[config.mk]
export PLATFORM = sky130hd
export DESIGN_NAME = fifo_wr_arbiter
export DESIGN_NICKNAME = d
export VERILOG_FILES = /design/src/rtl/fifo_arb_pkg.sv /design/src/rtl/fifo_rr_pick.sv /design/src/rtl/fifo_wr_arbiter.sv
export SDC_FILE = /design/constraint.sdc
export NUM_CORES = 1
export LEC_CHECK = 0
export CAP_MARGIN = 10
export CORE_ASPECT_RATIO = 1.2
export CORE_MARGIN = 2
export CORE_UTILIZATION = 27
export DETAILED_ROUTE_END_ITERATION = 10
export PLACE_DENSITY = 0.83
export REMOVE_ABC_BUFFERS = 1
export SLEW_MARGIN = 25
export SYNTH_ARGS = -nofsm -noshare
export SYNTH_HDL_FRONTEND = slang
export SYNTH_SLANG_ARGS = --single-unit
[constraint.sdc]
create_clock -name wr_clk -period 2.15 [get_ports wr_clk]
set_clock_uncertainty 0.05 [all_clocks]
set_input_delay 0.3225 -clock wr_clk [delete_from_list [all_inputs] [get_ports wr_clk]]
set_output_delay 0.3225 -clock wr_clk [all_outputs]
set_load 0.02 [all_outputs]
[src/rtl/fifo_arb_pkg.sv]
// Shared types and default sizing for the FIFO write-port arbiter.
package fifo_arb_pkg;

  typedef enum logic {
    IDLE  = 1'b0,
    BURST = 1'b1
  } arb_state_e;

  localparam int DEF_WIDTH     = 32;
  localparam int DEF_NREQ      = 4;
  localparam int DEF_MAX_BURST = 16;

  // Width of a requester index; never narrower than one bit.
  function automatic int idx_w(input int n);
    return (n > 1) ? $clog2(n) : 1;
  endfunction

endpackage

[src/rtl/fifo_rr_pick.sv]
// Rotating priority encoder: the first requester after last_i (wrapping) wins.
module fifo_rr_pick
  import fifo_arb_pkg::*;
#(
  parameter int NREQ = DEF_NREQ,
  parameter int IW   = idx_w(NREQ)
) (
  input  logic [NREQ-1:0] req_i,
  input  logic [IW-1:0]   last_i,
  output logic [IW-1:0]   pick_o,
  output logic            any_o
);

  // Scan from the farthest candidate to the nearest so the nearest after last_i is kept.
  always_comb begin
    pick_o = '0;
    any_o  = |req_i;
    for (int k = NREQ; k >= 1; k--) begin
      if (req_i[IW'((int'(last_i) + k) % NREQ)]) begin
        pick_o = IW'((int'(last_i) + k) % NREQ);
      end
    end
  end

endmodule

[src/rtl/fifo_wr_arbiter.sv]
// Burst arbiter granting one of NREQ requesters the write port of a dual-clock FIFO.
//
// state | meaning
// IDLE  | no owner; arbitrate round-robin among valid requesters
// BURST | grant_id owns the FIFO until last beat or MAX_BURST beats
module fifo_wr_arbiter
  import fifo_arb_pkg::*;
#(
  parameter int WIDTH     = DEF_WIDTH,
  parameter int NREQ      = DEF_NREQ,
  parameter int MAX_BURST = DEF_MAX_BURST
) (
  input  logic                     wr_clk,
  input  logic                     rst,
  input  logic [NREQ-1:0]          req_valid,
  input  logic [NREQ-1:0]          req_last,
  input  logic [NREQ*WIDTH-1:0]    req_data,
  output logic [NREQ-1:0]          req_ready,
  output logic                     fifo_wr_en,
  output logic [WIDTH-1:0]         fifo_din,
  input  logic                     fifo_full,
  output logic [idx_w(NREQ)-1:0]   grant_id,
  output logic                     busy
);

  localparam int GW = idx_w(NREQ);
  localparam int CW = $clog2(MAX_BURST + 1);
  localparam logic [GW-1:0] LAST_RST = GW'(NREQ - 1);
  localparam logic [CW-1:0] CNT_MAX  = CW'(MAX_BURST);

  arb_state_e        state_q, state_d;
  logic [GW-1:0]     grant_q, grant_d;
  logic [GW-1:0]     last_q, last_d;
  logic [CW-1:0]     cnt_q, cnt_d;
  logic [CW-1:0]     cnt_inc;
  logic [GW-1:0]     pick;
  logic              any_req;
  logic              burst_end;
  logic [WIDTH-1:0]  data_arr [NREQ];

  for (genvar i = 0; i < NREQ; i++) begin : g_unpack
    assign data_arr[i] = req_data[i*WIDTH +: WIDTH];
  end

  fifo_rr_pick #(
    .NREQ (NREQ),
    .IW   (GW)
  ) u_pick (
    .req_i  (req_valid),
    .last_i (last_q),
    .pick_o (pick),
    .any_o  (any_req)
  );

  assign cnt_inc   = cnt_q + CW'(1);
  assign burst_end = fifo_wr_en & (req_last[grant_q] | (cnt_inc == CNT_MAX));
  assign fifo_din  = data_arr[grant_q];
  assign grant_id  = grant_q;

  // State register; reset makes requester 0 the first winner.
  always_ff @(posedge wr_clk or posedge rst) begin
    if (rst) begin
      state_q <= IDLE;
      grant_q <= '0;
      last_q  <= LAST_RST;
      cnt_q   <= '0;
    end else begin
      state_q <= state_d;
      grant_q <= grant_d;
      last_q  <= last_d;
      cnt_q   <= cnt_d;
    end
  end

  // Next-state: grant is only chosen in IDLE and held for the whole burst.
  always_comb begin
    state_d = state_q;
    grant_d = grant_q;
    last_d  = last_q;
    cnt_d   = cnt_q;
    unique case (state_q)
      IDLE: begin
        if (any_req) begin
          state_d = BURST;
          grant_d = pick;
          cnt_d   = '0;
        end
      end
      BURST: begin
        if (fifo_wr_en) begin
          cnt_d = cnt_inc;
        end
        if (burst_end) begin
          state_d = IDLE;
          last_d  = grant_q;
        end
      end
      default: state_d = IDLE;
    endcase
  end

  // Outputs: only the owner sees ready, and only while the FIFO has room.
  always_comb begin
    req_ready  = '0;
    fifo_wr_en = 1'b0;
    busy       = 1'b0;
    if ((state_q == BURST) && !rst) begin
      busy               = 1'b1;
      req_ready[grant_q] = !fifo_full;
      fifo_wr_en         = req_valid[grant_q] & !fifo_full;
    end
  end

endmodule

Yosys cells after proc, flatten, opt, wreduce, memory -nomap -nowiden
Cells that the tools add are included.

word-level totals
  bits in latches = 0
  ROM bits = 0
  bits in writable memories = 0
  bits of input ports = 139
  logic and storage cells = 67
  bits in registers = 10
  memories kept = 0

operators by class
  eq/ne operators = 3
  order comparisons = 7
  $mul = 0
  bitwise logic cells = 6
  reduce and logical (&&, ||, !) cells = 8
  shift-type cells = 0
  add/sub/neg operators = 5
  muxes and demuxes = 34
  div/mod/pow operators = 0

operators by type and width
  operator                                                                              count
  32-bit binary-select mux with 2-bit select                                            1
  32-bit 2-to-1 mux                                                                     2
  2-bit by 4-bit < comparator with 1-bit output (second input constant)                 4
  1-bit 2-to-1 mux                                                                      15
  1-bit binary-select mux with 2-bit select                                             6
  5-bit 2-to-1 mux                                                                      2
  5-bit case mux with 2 select lines                                                    1
  2-bit 2-to-1 mux                                                                      4
  2-bit AND reduction                                                                   3
  5-bit by 1-bit adder with 5-bit output (second input constant)                        1
  5-bit == test (second input constant)                                                 1
  2-bit by 1-bit adder with 2-bit output (second input constant)                        2
  2-bit adder (second input constant)                                                   2
  4-bit AND                                                                             1
  4-bit 2-to-1 mux                                                                      1
  2-bit inequality test (second input constant)                                         2
  4-bit OR reduction                                                                    1
  3-bit greater-or-equal comparator (second input constant)                             1
  2-bit by 3-bit < comparator with 1-bit output (second input constant)                 1
  2-bit inverter with 3-bit output                                                      1
  1-bit AND                                                                             2
  1-bit demux with 2-bit select                                                         1
  2-bit by 1-bit greater-or-equal comparator with 1-bit output (second input constant)  1
  1-bit logical AND                                                                     2
  4 further kinds                                                                       5

Longest topological paths before layout
  word-level depth = 8
  gate-level depth with buffers = 7
  depth with buffers taken out = 6

Modules after synthesis
Synthesis repeated with hierarchy kept, for this count alone.

unflattened totals
  cell total of the unflattened synthesis = 108
  area, all modules = 1465.2 sq um

by module, submodules not included
  module           area each (sq um)  times used  cells an instance  seq. area each (sq um)
  fifo_wr_arbiter  1373.8             1           94                 252.7
  fifo_rr_pick     91.3               1           14                 0.0

Worst setup path before layout
Ideal clock, no wire load.

  path kind = reg-to-output
  start point = register grant_q[0] (netlist: grant_id[0])
  end point = output port fifo_din[10]
  cell stages (with the launch flop) = 5
  data arrival time = 1.614 ns
  setup slack = 0.163 ns
  required time = 1.778 ns
  cells stage by stage = dfrtp_1 -> buf_6 -> buf_4 -> buf_4 -> mux4_2

on the way
  cells in the longest elaborated chain, start to end = 4

ends and longest elaborated chain
  item                                                    RTL line               source
  start, declared                                         fifo_wr_arbiter.sv:32  logic [GW-1:0] grant_q, grant_d;
  start signal, assigned                                  fifo_wr_arbiter.sv:69  grant_q <= grant_d;
  2-bit inverter with 3-bit output (implied by the code)  fifo_wr_arbiter.sv:57  assign fifo_din = data_arr[grant_q];
  32-bit binary-select mux with 2-bit select              fifo_wr_arbiter.sv:57
  32-bit 2-to-1 mux (implied by the code) (2 in a row)    fifo_wr_arbiter.sv:57
  end, declared                                           fifo_wr_arbiter.sv:20  output logic [WIDTH-1:0] fifo_din,

No other way between the ends. The select of a mux whose other input is x is not followed.

Worst setup path in the final report
  start point = register grant_q[0] (netlist: grant_id[0])
  end point = output port fifo_din[11]

The elaborated chain is that of the path after synthesis.

==> impl_metrics.toml <==
[floorplanning]
floorplan.initialDensity = 0.278
die_w_um = 71.0
die_y_um = 84.4
io_pins = 179
dieArea_um2 = 5990
core-area_um2 = 5230
rows = 29

[grt]
grt_pass1_wl_mm = 10.6
overflow = 0
antenna_found_initial = 0
grt_pass1_vias = 1968
grtUsageTotal = 0.229
grt_max_degree = 29

[power_and_ir_drop]
vdd_drop_max_uv = 542
clkPwrFrac = 0.078
p_int_uw = 1740
p_seq_frac = 0.125
power_frac_comb = 0.797
power.share.switching = 0.423
power.leakage_uw = 0.00135
powerDensity_nw_per_um2 = 886
p_sw_uw = 1270

[worst_setup_path]
r2r_slack_ns = 0.24
path_buf_inv = 2
r2r_end = "last_q[0]"
critPathCaptureType = "primary output"
r2r_cells = 7
slowest_stage = "mux4_2"
crit_required_ns = 1.78
crit_type = "flip-flop to primary output"
crit_chain = "buf_6 > mux4_2 > dlygate4sd2_1"
worst-endpoint-arrival_ns = 1.74
path_max_fanout = 10
cp_slowest_stage_delay_ns = 0.52
path_delay_family = "buffers and inverters"
startpoint_type = "flip-flop"
r2r_start = "grant_id[0]"

[synth]
synth_edf_count = 0
ys_top_cells_by_area = "mux4_2 (51%), dfrtp_1 (14%), dfstp_2 (3.6%)"
synthXorXnorAreaFrac = 0.0120
synth_mux_area_frac = 0.557
ys.flop_type = "dfrtp_1"
syn_area_per_cell_um2 = 13.6
ys_ff_latch = 10
synth.distinct_cells = 36
yosysSeqAreaShare = 0.174
async_reset_ff_frac = 1.00
yosysTopAreaCell = "mux4_2"
synth_top_cell_area_share = 0.511
synth-adder-area-share = 0.00861
synth_warnings = 0
syn_inst = 107
synth_top_family_by_area = "multiplexers"
synth_compound_area_frac = 0.0878
netlist_area_um2 = 1450
synth_simple_gate_area_frac = 0.114

[placement]
gp_congestion = 0.840
place_hpwl_mm = 6.05
port_buffers = 178
placed_area_um2 = 3380
dpl_worst_slack_ns = -0.147

[detailed_routing]
wire_per_inst_um = 19.3
first_iter_violations = 100
vias_per_cell = 5.10
drc = 0
via_count = 1801
antenna_left = 0
routed_wl_mm = 6.80
dr.pass1.iters = 4

[clock_tree]
postCtsSetupBuffers = 0
htreeDepth = 1
hold_buffers = 0
cts_buffers = 3
clockRootBuffer = "clkbuf_8"
insertion_delay_ns = 0.24
path_clk_slew_ns = 0.05
cts_sinks = 10
clockBufferDepth = 2
tritoncts = "yes"

[finish]
diodes = 0
syn2layout_area_growth_pct = 134
postLayoutCellArea_um2 = 3400
final_common_cell = "clkdlybuf4s50_1"
fin_nets = 432
layout_common_cells = "clkdlybuf4s50_1 (141), mux4_2 (33), dlygate4sd2_1 (26)"
drive_gt1_frac = 0.213

[timing]
setup_viol = 0
tightest_slew_ns = 0.426
fin_crit_sh = 0.983
maxSlewHeadroom = 0.716
setup_tns_ns = 0
hold_viol = 0
drv_slew = 0
rsz0062_at_grt = "true"
setup_slack_ns = 0.0370
period_needed_ns = 2.11
max_clock_freq_ghz = 0.473

[status]
outcome = "finished clean"

[flow_run]
drv_cap = 0

[min_path]
hold_path.class = "input pin to asynchronous set/reset pin"
==> metrics by stage <==
step                      cells  power [µW]  utilization  hold slack [ns]
after floorplan              98        1800            -            0.111
after global placement      349        2980        0.647            0.502
after detailed placement    349        3010        0.647            0.521
after CTS                   353        3030        0.649            0.359
after global routing        353        3200        0.651            0.420
final                       353        3010        0.651            0.360
==> cell families after synthesis <==
kind of cell	count (synthesis)
mux	38
simple gates	30
compound gates	15
buf+inv	11
flops	10
xor+xnor	2
fa+ha+maj	1
==> worst reg2reg max path, cell delays in order, from the launching register on <==
cell and delay [ns]:
dfrtp_2 0.45, buf_12 0.17, mux2_4 0.31, o211ai_4 0.23
inv_4 0.05, buf_4 0.17, o21ai_4 0.08, mux2_4 0.32
==> synth_stat cells, types with 3 or more instances <==
library cell and instances:
a21oi_1 4, buf_2 4, buf_4 3, dfrtp_1 8
mux2_4 3, mux4_2 33, nand2_1 7, nand2b_1 3
nand3_1 3, nor2_1 5, nor3b_1 3
==> worst max path at each step <==
stage	from	to	slack, ns	cells past startpoint
CTS	grant_id[0]	fifo_din[12]	0.02	3
global placement	rst	req_ready[3]	-0.15	5
floorplan	grant_id[0]	last_q[0]	-0.86	3
finish	grant_id[0]	fifo_din[11]	0.04	3
global route	grant_id[0]	fifo_din[11]	-0.02	3
detailed placement	rst	req_ready[3]	-0.15	5
==> area by class of cell <==
cell class / count / area (µm²)
clock buffer: 4 / 55.1
fill: 415 / 1830
inverter: 2 / 10.0
multi-input combinational: 86 / 1130
sequential: 10 / 255
tap: 62 / 77.6
timing repair buffer: 189 / 1870
==> layer usage <==
| metal | wire (µm) | GRT usage |
|---|---|---|
| met1 | 2190 | 0.238 |
| met2 | 3630 | 0.421 |
| met3 | 817 | 0.0924 |
| met4 | 158 | 0.0600 |
| met5 | 0 | 0 |
==> registers in the layout (all words and copies together), names as in the netlist <==
name      cells
state_q       1
grant_id      2
last_q        2
cnt_q         5
==> power groups by stage <==
stage                     Combinational, µW  Sequential [µW]  Clock [µW]
after floorplan                        1240              554           0
after global placement                 2610              375           0
after detailed placement               2630              377           0
after CTS                              2410              375         241
after global routing                   2560              391         248
final                                  2400              376         236
==> timing repair <==
action	in CTS	in global routing
pin swaps	1	1
endpoints found under the setup margin	37	15
gates resized for setup	40	11
No activity file was read; power rests on OpenSTA's default activity.
